**src/rtl/matrix_pkg.sv**
```systemverilog
// Shared types and arithmetic for the matrix unite path: FSM state encoding,
// drain length and a width-generic saturating adder.
package matrix_pkg;

  typedef enum logic [1:0] {IDLE, READ, DRAIN} unite_state_t;

  localparam int DRAIN_CYCLES = 2;

  // Widest operand the adder supports; callers sign-extend into this and slice back.
  localparam int SAT_W = 64;

  // Returns {sat_flag, result}; result is clamped to the signed range of dw bits.
  function automatic logic [SAT_W:0] sat_add(
    input logic signed [SAT_W-1:0] a,
    input logic signed [SAT_W-1:0] b,
    input int                      dw
  );
    logic signed [SAT_W:0] sum;
    logic signed [SAT_W:0] one;
    logic signed [SAT_W:0] max_v;
    logic signed [SAT_W:0] min_v;
    one    = '0;
    one[0] = 1'b1;
    sum    = {a[SAT_W-1], a} + {b[SAT_W-1], b};
    max_v  = (one <<< (dw - 1)) - one;
    min_v  = -(one <<< (dw - 1));
    if (sum > max_v)
      sat_add = {1'b1, max_v[SAT_W-1:0]};
    else if (sum < min_v)
      sat_add = {1'b1, min_v[SAT_W-1:0]};
    else
      sat_add = {1'b0, sum[SAT_W-1:0]};
  endfunction

endpackage

```
**src/rtl/unite_stage_sat_adder_reg.sv**
```systemverilog
// Registered saturating adder: one valid/address pair in, one result-RAM write out.
// Write data holds its last value while no write is issued.
module sat_adder_reg
  import matrix_pkg::*;
#(
  parameter int DW  = 32,
  parameter int BIT = 6
) (
  input  logic                 clk,
  input  logic                 reset,
  input  logic                 in_valid,
  input  logic [BIT-1:0]       in_addr,
  input  logic signed [DW-1:0] a,
  input  logic signed [DW-1:0] b,
  output logic                 wr_en,
  output logic [BIT-1:0]       wr_addr,
  output logic [DW-1:0]        wr_data,
  output logic                 sat
);

  logic [SAT_W:0]  sum_res;
  logic            wr_en_reg;
  logic [BIT-1:0]  wr_addr_reg;
  logic [DW-1:0]   wr_data_reg;
  logic            sat_reg;

  assign sum_res = sat_add(SAT_W'(a), SAT_W'(b), DW);

  generate
    if (DW < SAT_W) begin : g_unused_hi
      logic unused_hi;
      assign unused_hi = ^sum_res[SAT_W-1:DW];
    end
  endgenerate

  always_ff @(posedge clk or posedge reset) begin
    if (reset) begin
      wr_en_reg   <= 1'b0;
      wr_addr_reg <= '0;
      wr_data_reg <= '0;
      sat_reg     <= 1'b0;
    end else begin
      wr_en_reg <= in_valid;
      sat_reg   <= in_valid & sum_res[SAT_W];
      if (in_valid) begin
        wr_addr_reg <= in_addr;
        wr_data_reg <= sum_res[DW-1:0];
      end
    end
  end

  assign wr_en   = wr_en_reg;
  assign wr_addr = wr_addr_reg;
  assign wr_data = wr_data_reg;
  assign sat     = sat_reg;

endmodule

```
**src/rtl/unite_stage.sv**
```systemverilog
// Unite stage: on a start edge, streams CNT address pairs out of the partial RAMs,
// writes saturated sums to the result RAM, then raises rdy_out again.
module unite_stage
  import matrix_pkg::*;
#(
  parameter int CNT = 64,
  parameter int BIT = $clog2(CNT),
  parameter int DW  = 32
) (
  input  logic           clk,
  input  logic           reset,
  input  logic           start_in,
  output logic           rdy_out,
  output logic           rd_en_out,
  output logic [BIT-1:0] rd_addr_out,
  input  logic [DW-1:0]  a_data_in,
  input  logic [DW-1:0]  b_data_in,
  output logic           wr_en_out,
  output logic [BIT-1:0] wr_addr_out,
  output logic [DW-1:0]  wr_data_out,
  output logic           sat_out,
  output logic           busy_err_out
);

  unite_state_t   state_reg, state_next;
  logic           start_reg;
  logic           start_edge;
  logic           rdy_reg, rdy_next;
  logic           rd_en_reg, rd_en_next;
  logic [BIT-1:0] rd_addr_reg, rd_addr_next;
  logic [1:0]     drain_cnt_reg, drain_cnt_next;
  logic           sat_reg, sat_next;
  logic           busy_err_reg, busy_err_next;
  logic           rd_vld_reg;
  logic [BIT-1:0] rd_addr_d_reg;
  logic           add_wr_en;
  logic           add_sat;

  assign start_edge = start_in & ~start_reg;

  always_ff @(posedge clk or posedge reset) begin
    if (reset) begin
      state_reg     <= IDLE;
      start_reg     <= 1'b0;
      rdy_reg       <= 1'b1;
      rd_en_reg     <= 1'b0;
      rd_addr_reg   <= '0;
      drain_cnt_reg <= '0;
      sat_reg       <= 1'b0;
      busy_err_reg  <= 1'b0;
      rd_vld_reg    <= 1'b0;
      rd_addr_d_reg <= '0;
    end else begin
      state_reg     <= state_next;
      start_reg     <= start_in;
      rdy_reg       <= rdy_next;
      rd_en_reg     <= rd_en_next;
      rd_addr_reg   <= rd_addr_next;
      drain_cnt_reg <= drain_cnt_next;
      sat_reg       <= sat_next;
      busy_err_reg  <= busy_err_next;
      // Align the issued address with the RAM's one-cycle read latency.
      rd_vld_reg    <= rd_en_reg;
      rd_addr_d_reg <= rd_addr_reg;
    end
  end

  always_comb begin
    state_next     = state_reg;
    rdy_next       = rdy_reg;
    rd_en_next     = rd_en_reg;
    rd_addr_next   = rd_addr_reg;
    drain_cnt_next = drain_cnt_reg;
    sat_next       = sat_reg | (add_wr_en & add_sat);
    busy_err_next  = busy_err_reg;
    unique case (state_reg)
      IDLE: begin
        if (start_edge) begin
          state_next    = READ;
          rd_en_next    = 1'b1;
          rd_addr_next  = '0;
          rdy_next      = 1'b0;
          sat_next      = 1'b0;
          busy_err_next = 1'b0;
        end
      end
      READ: begin
        if (rd_addr_reg == BIT'(CNT - 1)) begin
          state_next     = DRAIN;
          rd_en_next     = 1'b0;
          rd_addr_next   = '0;
          drain_cnt_next = '0;
        end else begin
          rd_addr_next = rd_addr_reg + BIT'(1);
        end
      end
      DRAIN: begin
        if (drain_cnt_reg == 2'(DRAIN_CYCLES - 1)) begin
          state_next = IDLE;
          rdy_next   = 1'b1;
        end else begin
          drain_cnt_next = drain_cnt_reg + 2'd1;
        end
      end
      default: state_next = IDLE;
    endcase
    // Starts during a running job never restart it; they are only flagged.
    if (start_edge && (state_reg != IDLE))
      busy_err_next = 1'b1;
  end

  sat_adder_reg #(
    .DW  (DW),
    .BIT (BIT)
  ) u_adder (
    .clk      (clk),
    .reset    (reset),
    .in_valid (rd_vld_reg),
    .in_addr  (rd_addr_d_reg),
    .a        (a_data_in),
    .b        (b_data_in),
    .wr_en    (add_wr_en),
    .wr_addr  (wr_addr_out),
    .wr_data  (wr_data_out),
    .sat      (add_sat)
  );

  assign wr_en_out    = add_wr_en;
  assign rdy_out      = rdy_reg;
  assign rd_en_out    = rd_en_reg;
  assign rd_addr_out  = rd_addr_reg;
  assign sat_out      = sat_reg;
  assign busy_err_out = busy_err_reg;

endmodule

```
**config.mk**
```make
export PLATFORM = sky130hd
export DESIGN_NAME = unite_stage
export DESIGN_NICKNAME = d
export VERILOG_FILES = /design/src/rtl/matrix_pkg.sv /design/src/rtl/unite_stage_sat_adder_reg.sv /design/src/rtl/unite_stage.sv
export SDC_FILE = /design/constraint.sdc
export NUM_CORES = 1
export LEC_CHECK = 0
export ABC_AREA = 1
export BUFFER_PORTS_ARGS = -buffer_cell sky130_fd_sc_hd__buf_2
export CAP_MARGIN = 40
export CELL_PAD_IN_SITES_DETAIL_PLACEMENT = 2
export CELL_PAD_IN_SITES_GLOBAL_PLACEMENT = 2
export CORE_MARGIN = 1
export CORE_UTILIZATION = 31
export DETAILED_ROUTE_END_ITERATION = 8
export PLACE_DENSITY = 0.93
export RECOVER_POWER = 100
export SKIP_LAST_GASP = 1
export SYNTH_ARGS = -nofsm -noshare
export SYNTH_HDL_FRONTEND = slang
export SYNTH_SLANG_ARGS = --single-unit
```
**constraint.sdc**
```tcl
create_clock -name clk -period 4.2 [get_ports clk]
set_clock_uncertainty 0.2 [all_clocks]
set_input_delay 0.84 -clock clk [delete_from_list [all_inputs] [get_ports clk]]
set_output_delay 0.84 -clock clk [all_outputs]
set_load 0.01 [all_outputs]
```
# Yosys cells after proc, flatten, opt, wreduce, memory -nomap -nowiden
# Cells that the tools add are included.
[classes]
n_reduce_logical = 14
order_cmp = 2
addsub = 3
n_eq_ne = 8
mux = 22
bitwise = 5
[ops]
columns = ["cell", "count"]
rows = [
  ["$mux 65", 2],
  ["$gt 65x32->1 const B", 1],
  ["$lt 65x32->1 const B", 1],
  ["$add 32x32->33", 1],
  ["$mux 6", 2],
  ["$pmux 6 s2", 1],
  ["$reduce_and 3->1", 4],
  ["$reduce_bool 2->1", 6],
  ["$mux 2", 5],
  ["$mux 1", 8],
  ["$ne 2x2->1 const B", 4],
  ["$add 6x1->6 const B", 1],
  ["$eq 6x6->1 const B", 1],
  ["$pmux 2 s3", 1],
  ["$eq 2x1->1 const B", 2],
  ["$pmux 1 s2", 2],
  ["$pmux 2 s2", 1],
  ["$reduce_and 2->1", 2],
  ["$and 1x1->1", 3],
  ["$add 2x1->2 const B", 1],
  ["$eq 2x2->1 const B", 1],
  ["$logic_not 2->1", 1],
  ["$logic_and 1x1->1", 1],
  ["$not 1->1", 1],
  ["$or 1x1->1", 1],
]
[word_totals]
input_bits = 67
word_cells = 68
out_inout_bits = 49
ff_bits = 62

# Depth between registers and ports, before layout
[depth]
word_depth = 5
mapped_depth = 20
depth_no_buf = 19

# Modules after synthesis
# From an unflattened synthesis, not the netlist that was laid out.
[unflattened]
hier_cells = 785
hier_area_um2 = 4899.7
[by_module_without_submodules]
columns = ["mod", "seq_area_each_um2", "area_each_um2", "cells_each", "n_inst"]
rows = [
  ["sat_adder_reg", 1001.0, 4012.6, 694, 1],
  ["unite_stage", 551.8, 887.1, 91, 1],
]

# Worst setup path before layout
# Ideal clock, no wire load.
[synth_timing]
path_kind = "input-to-reg"
start = "in a_data_in[0]"
end = "reg u_adder.wr_data_reg[26], in the netlist u_adder.wr_data[26]"
setup_slack_ps = 1365
setup_time_ps = 117
t_arrival_ps = 2518
n_path_buf = 1
required_time_ps = 3883
path_stages = 20
path_cell_list = "ha_1 inv_1 fa_1 inv_1 nand2_1 nand2_1 nand3_1 nand2_2 nand2_1 nand2_2 nand2_2 nand2_1 nand2_2 nand2_2 nand2_4 buf_6 nand2_1 nand2_1 nand2_1 nand2_1"
[synth_via]
elab_chain_cells = 4
elab_cells_between_ends = 5
cone_classes = "1 x add/sub; 2 x order compare; 2 x mux"
[synth_rtl]
columns = ["element", "line", "rtl"]
rows = [
  ["start: declaration", "unite_stage.sv:16", "input logic [DW-1:0] a_data_in,"],
  ["$add 32x32->33 (*)", "matrix_pkg.sv:24", "sum = {a[SAT_W-1], a} + {b[SAT_W-1], b};"],
  ["$lt 65x32->1", "matrix_pkg.sv:29", "else if (sum < min_v)"],
  ["$mux 65", "matrix_pkg.sv:29", ""],
  ["$mux 65 (*)", "matrix_pkg.sv:27", "if (sum > max_v)"],
  ["end signal: assignment", "unite_stage_sat_adder_reg.sv:47", "wr_data_reg <= sum_res[DW-1:0];"],
  ["end: declaration", "unite_stage_sat_adder_reg.sv:24", "logic [DW-1:0] wr_data_reg;"],
]
# Mark *: on every way between the ends. The rest lies on a longest branch, timed or not.
# A chain may end at the register's enable or synchronous reset.

# Worst setup path in the final report
[layout_timing]
start = "in a_data_in[0]"
end = "reg u_adder.wr_data_reg[13], in the netlist u_adder.wr_data[13]"
# Same word-level chain as after synthesis.

==> results.cfg <==
[outcome]
status = complete, but fails checks
violations = max-capacitance violations, max-slew violations

[worst_setup_path]
reg2reg_from = rd_addr_out[0]
r2r_slack_ns = 1.75
required_ns = 4.21
cp_max_fo = 32
end_kind = flip-flop
r2r_cells = 9
r2r_end = drain_cnt_reg[0]
start_kind = input pin
worstPathArrival_ns = 3.44
crit_type = in -> reg

[cts]
cts.sinks = 62
tritoncts = built
path_clk_slew_ns = 0.06
cts_buffer_depth = 2
htree_levels = 3
postCtsSetupRepairBufs = 0
cts_buffers = 9
cts_root_buf = clkbuf_16
ctsResizeCount = 0
clk_latency_ns = 0.33
cts-hold-fix-buffers = 0

[cells_and_area]
area_delta_synth_final_pct = 21.4
n_fill_cell = 1947
post-route-util_pct = 38.8
final_nets = 989
layout_commonest_cell = nand2_1
largest_reg_flops = 32
final_cell_mix = nand2_1, inv_1, buf_2
n_antenna_cell = 0
drive_above_1_share_pct = 12.0

[floorplan]
pin_count = 116
initial_core_util_pct = 31.9
die_w_um = 128
die_area_mm2 = 0.0163
coreArea_mm2 = 0.0153
die_h_um = 128
rows = 45

[timing]
period_share_pct = 81.6
hold_viol = 0
fmax_mhz = 292
max_slew_margin_pct = -31.5
fin_setup_tns_ns = 0
setup_violations = 0
setup_ws_ns = 0.773
drv_slew = 72
post-route-min-period_ns = 3.43
grt_setup_unrepaired = no
worst_slew_pin_slew_ns = 1.97
fin_hold_ws_ns = 0.206

[synthesis]
yosysSeqAreaShare_pct = 31.8
ys_dominant_reg_cell = dfrtp_1
synth.cell_area_mm2 = 0.00489
synth_cell_types = 37
avgSynthCellArea_um2 = 6.35
ys_warn_count = 0
ys_seq_elements = 62
synth-edff-count = 0
synthArstFlopShare_pct = 100
syn_inst = 770
syn_nets = 872

[worst_hold_path]
hold_class = reg -> reg
holdCritStartpoint = rd_addr_out[3]
whs_path_depth = 0
hold_end = rd_addr_d_reg[3]

[route]
firstDrtPassIters = 4
route.detailed.drc = 0
drtIter0Drc = 263
wl_per_cell_um = 20.1
ant_nets = 0
drt_wl_total_um = 22200
vias = 5566
avgViaCountPerCell = 5.05

[pwr]
cellPowerDensity_mw_per_mm2 = 490
total_power_uw = 2910
ir_worst_vdd_mv = 0.231
p_leak_uw = 0.00342

[global_routing]
grt_pass1_wl_um = 35000
grt_usage_pct = 28.2
grt_pass1_vias = 6460
antenna_found_initial = 0
grt_start_max_net_pins = 41
globalRouteOverflowTotal = 0

[placed_design]
dp.final_hpwl_um = 15400
gp_congestion = 0.795
io_buffers = 115
pre_cts_slack_ns = 0.800

[run]
maxCapViolCount = 2
[final cells by class]
type | instances | area, um2 | share of cell area [%]
clock inverter | 6 | 85.1 | 1.43
sequential | 62 | 1550 | 26.2
inverter | 102 | 383 | 6.45
multi-input combinational | 592 | 2850 | 48.0
tap | 211 | 264 | 4.45
clock buffer | 10 | 239 | 4.03
timing repair buffer | 120 | 561 | 9.44
[worst max-delay path, cell delays in order]
cell and delay (ns):
buf_2 0.08, ha_1 0.17, inv_1 0.06, fa_1 0.39
inv_1 0.10, nand2_1 0.05, nand2_1 0.07, nand3_1 0.08
nand2_1 0.15, nand2_1 0.07, nand2_1 0.19, nand2_1 0.14
nand2_1 0.11, nand2_1 0.11, nand2_1 0.14, nand2_4 0.26
nand2_1 0.17, nand2_1 0.08, nand2_1 0.08, nand2_1 0.09
[cells by family (layout without fill, tap and decap cells)]
logic type	Yosys count	count (layout)	synth area share (%)
AND/OR/NAND/NOR	479	479	39.0
buffers and inverters	116	238	9.67
AO/OA/AOI/OAI	62	62	7.55
flip-flops	62	62	31.8
adder cells (fa/ha/maj)	35	35	9.11
XOR/XNOR	16	16	2.87
[how the worst max path moves through the flow]
| stage | endpoint | slack [ns] | depth (start not counted) | from |
|---|---|---|---|---|
| 2_1_floorplan | u_adder.wr_data[26] | 1.37 | 20 | a_data_in[0] |
| 4_1_cts | u_adder.wr_data[13] | 1.01 | 20 | a_data_in[0] |
| 6_report | u_adder.wr_data[13] | 0.77 | 20 | a_data_in[0] |
| 3_3_place_gp | u_adder.wr_data[23] | 0.57 | 17 | a_data_in[0] |
| 3_5_place_dp | u_adder.wr_data[16] | 0.80 | 20 | a_data_in[0] |
| 5_1_grt | u_adder.wr_data[18] | 0.59 | 20 | a_data_in[0] |
[metrics by stage]
stage | std cells | area, um2
global placement | 1085 | 5660
global route | 1103 | 5940
detailed placement | 1087 | 5710
floorplan | 770 | 4890
CTS | 1103 | 6030
finish | 1103 | 5940
[layer usage]
metal  vias to the layer above  GRT usage, %  wire length (um)
li1                       2590             -                 -
met1                      2768          30.1              8750
met2                       152          54.4             11800
met3                        56          4.52               834
met4                         0          12.2               818
met5                         -             0                 0
[power by group]
part	leakage (uW)	total, uW	switching [uW]	internal, uW
registers	0.000726	961	159	802
clock network	0.000154	817	284	533
logic	0.00254	1130	788	342
[cell usage after synthesis, types with 3 or more instances]
cell | count | area share, %
inv_1 | 93 | 7.1
nand2_1 | 380 | 29
clkbuf_1 | 5 | 0.38
xnor2_1 | 3 | 0.54
a21oi_2 | 4 | 0.72
dfrtp_1 | 61 | 31
nand4_1 | 3 | 0.38
buf_6 | 3 | 0.69
buf_4 | 3 | 0.46
nor2_1 | 52 | 4.0
nand3_1 | 23 | 2.4
nand2_2 | 10 | 1.3
a21oi_1 | 27 | 2.8
ha_1 | 34 | 8.7
inv_2 | 8 | 0.61
xor2_1 | 13 | 2.3
o21bai_1 | 11 | 1.7
buf_2 | 3 | 0.31
o21ai_0 | 13 | 1.3
Note: power is estimated with default switching activity, not from simulation.
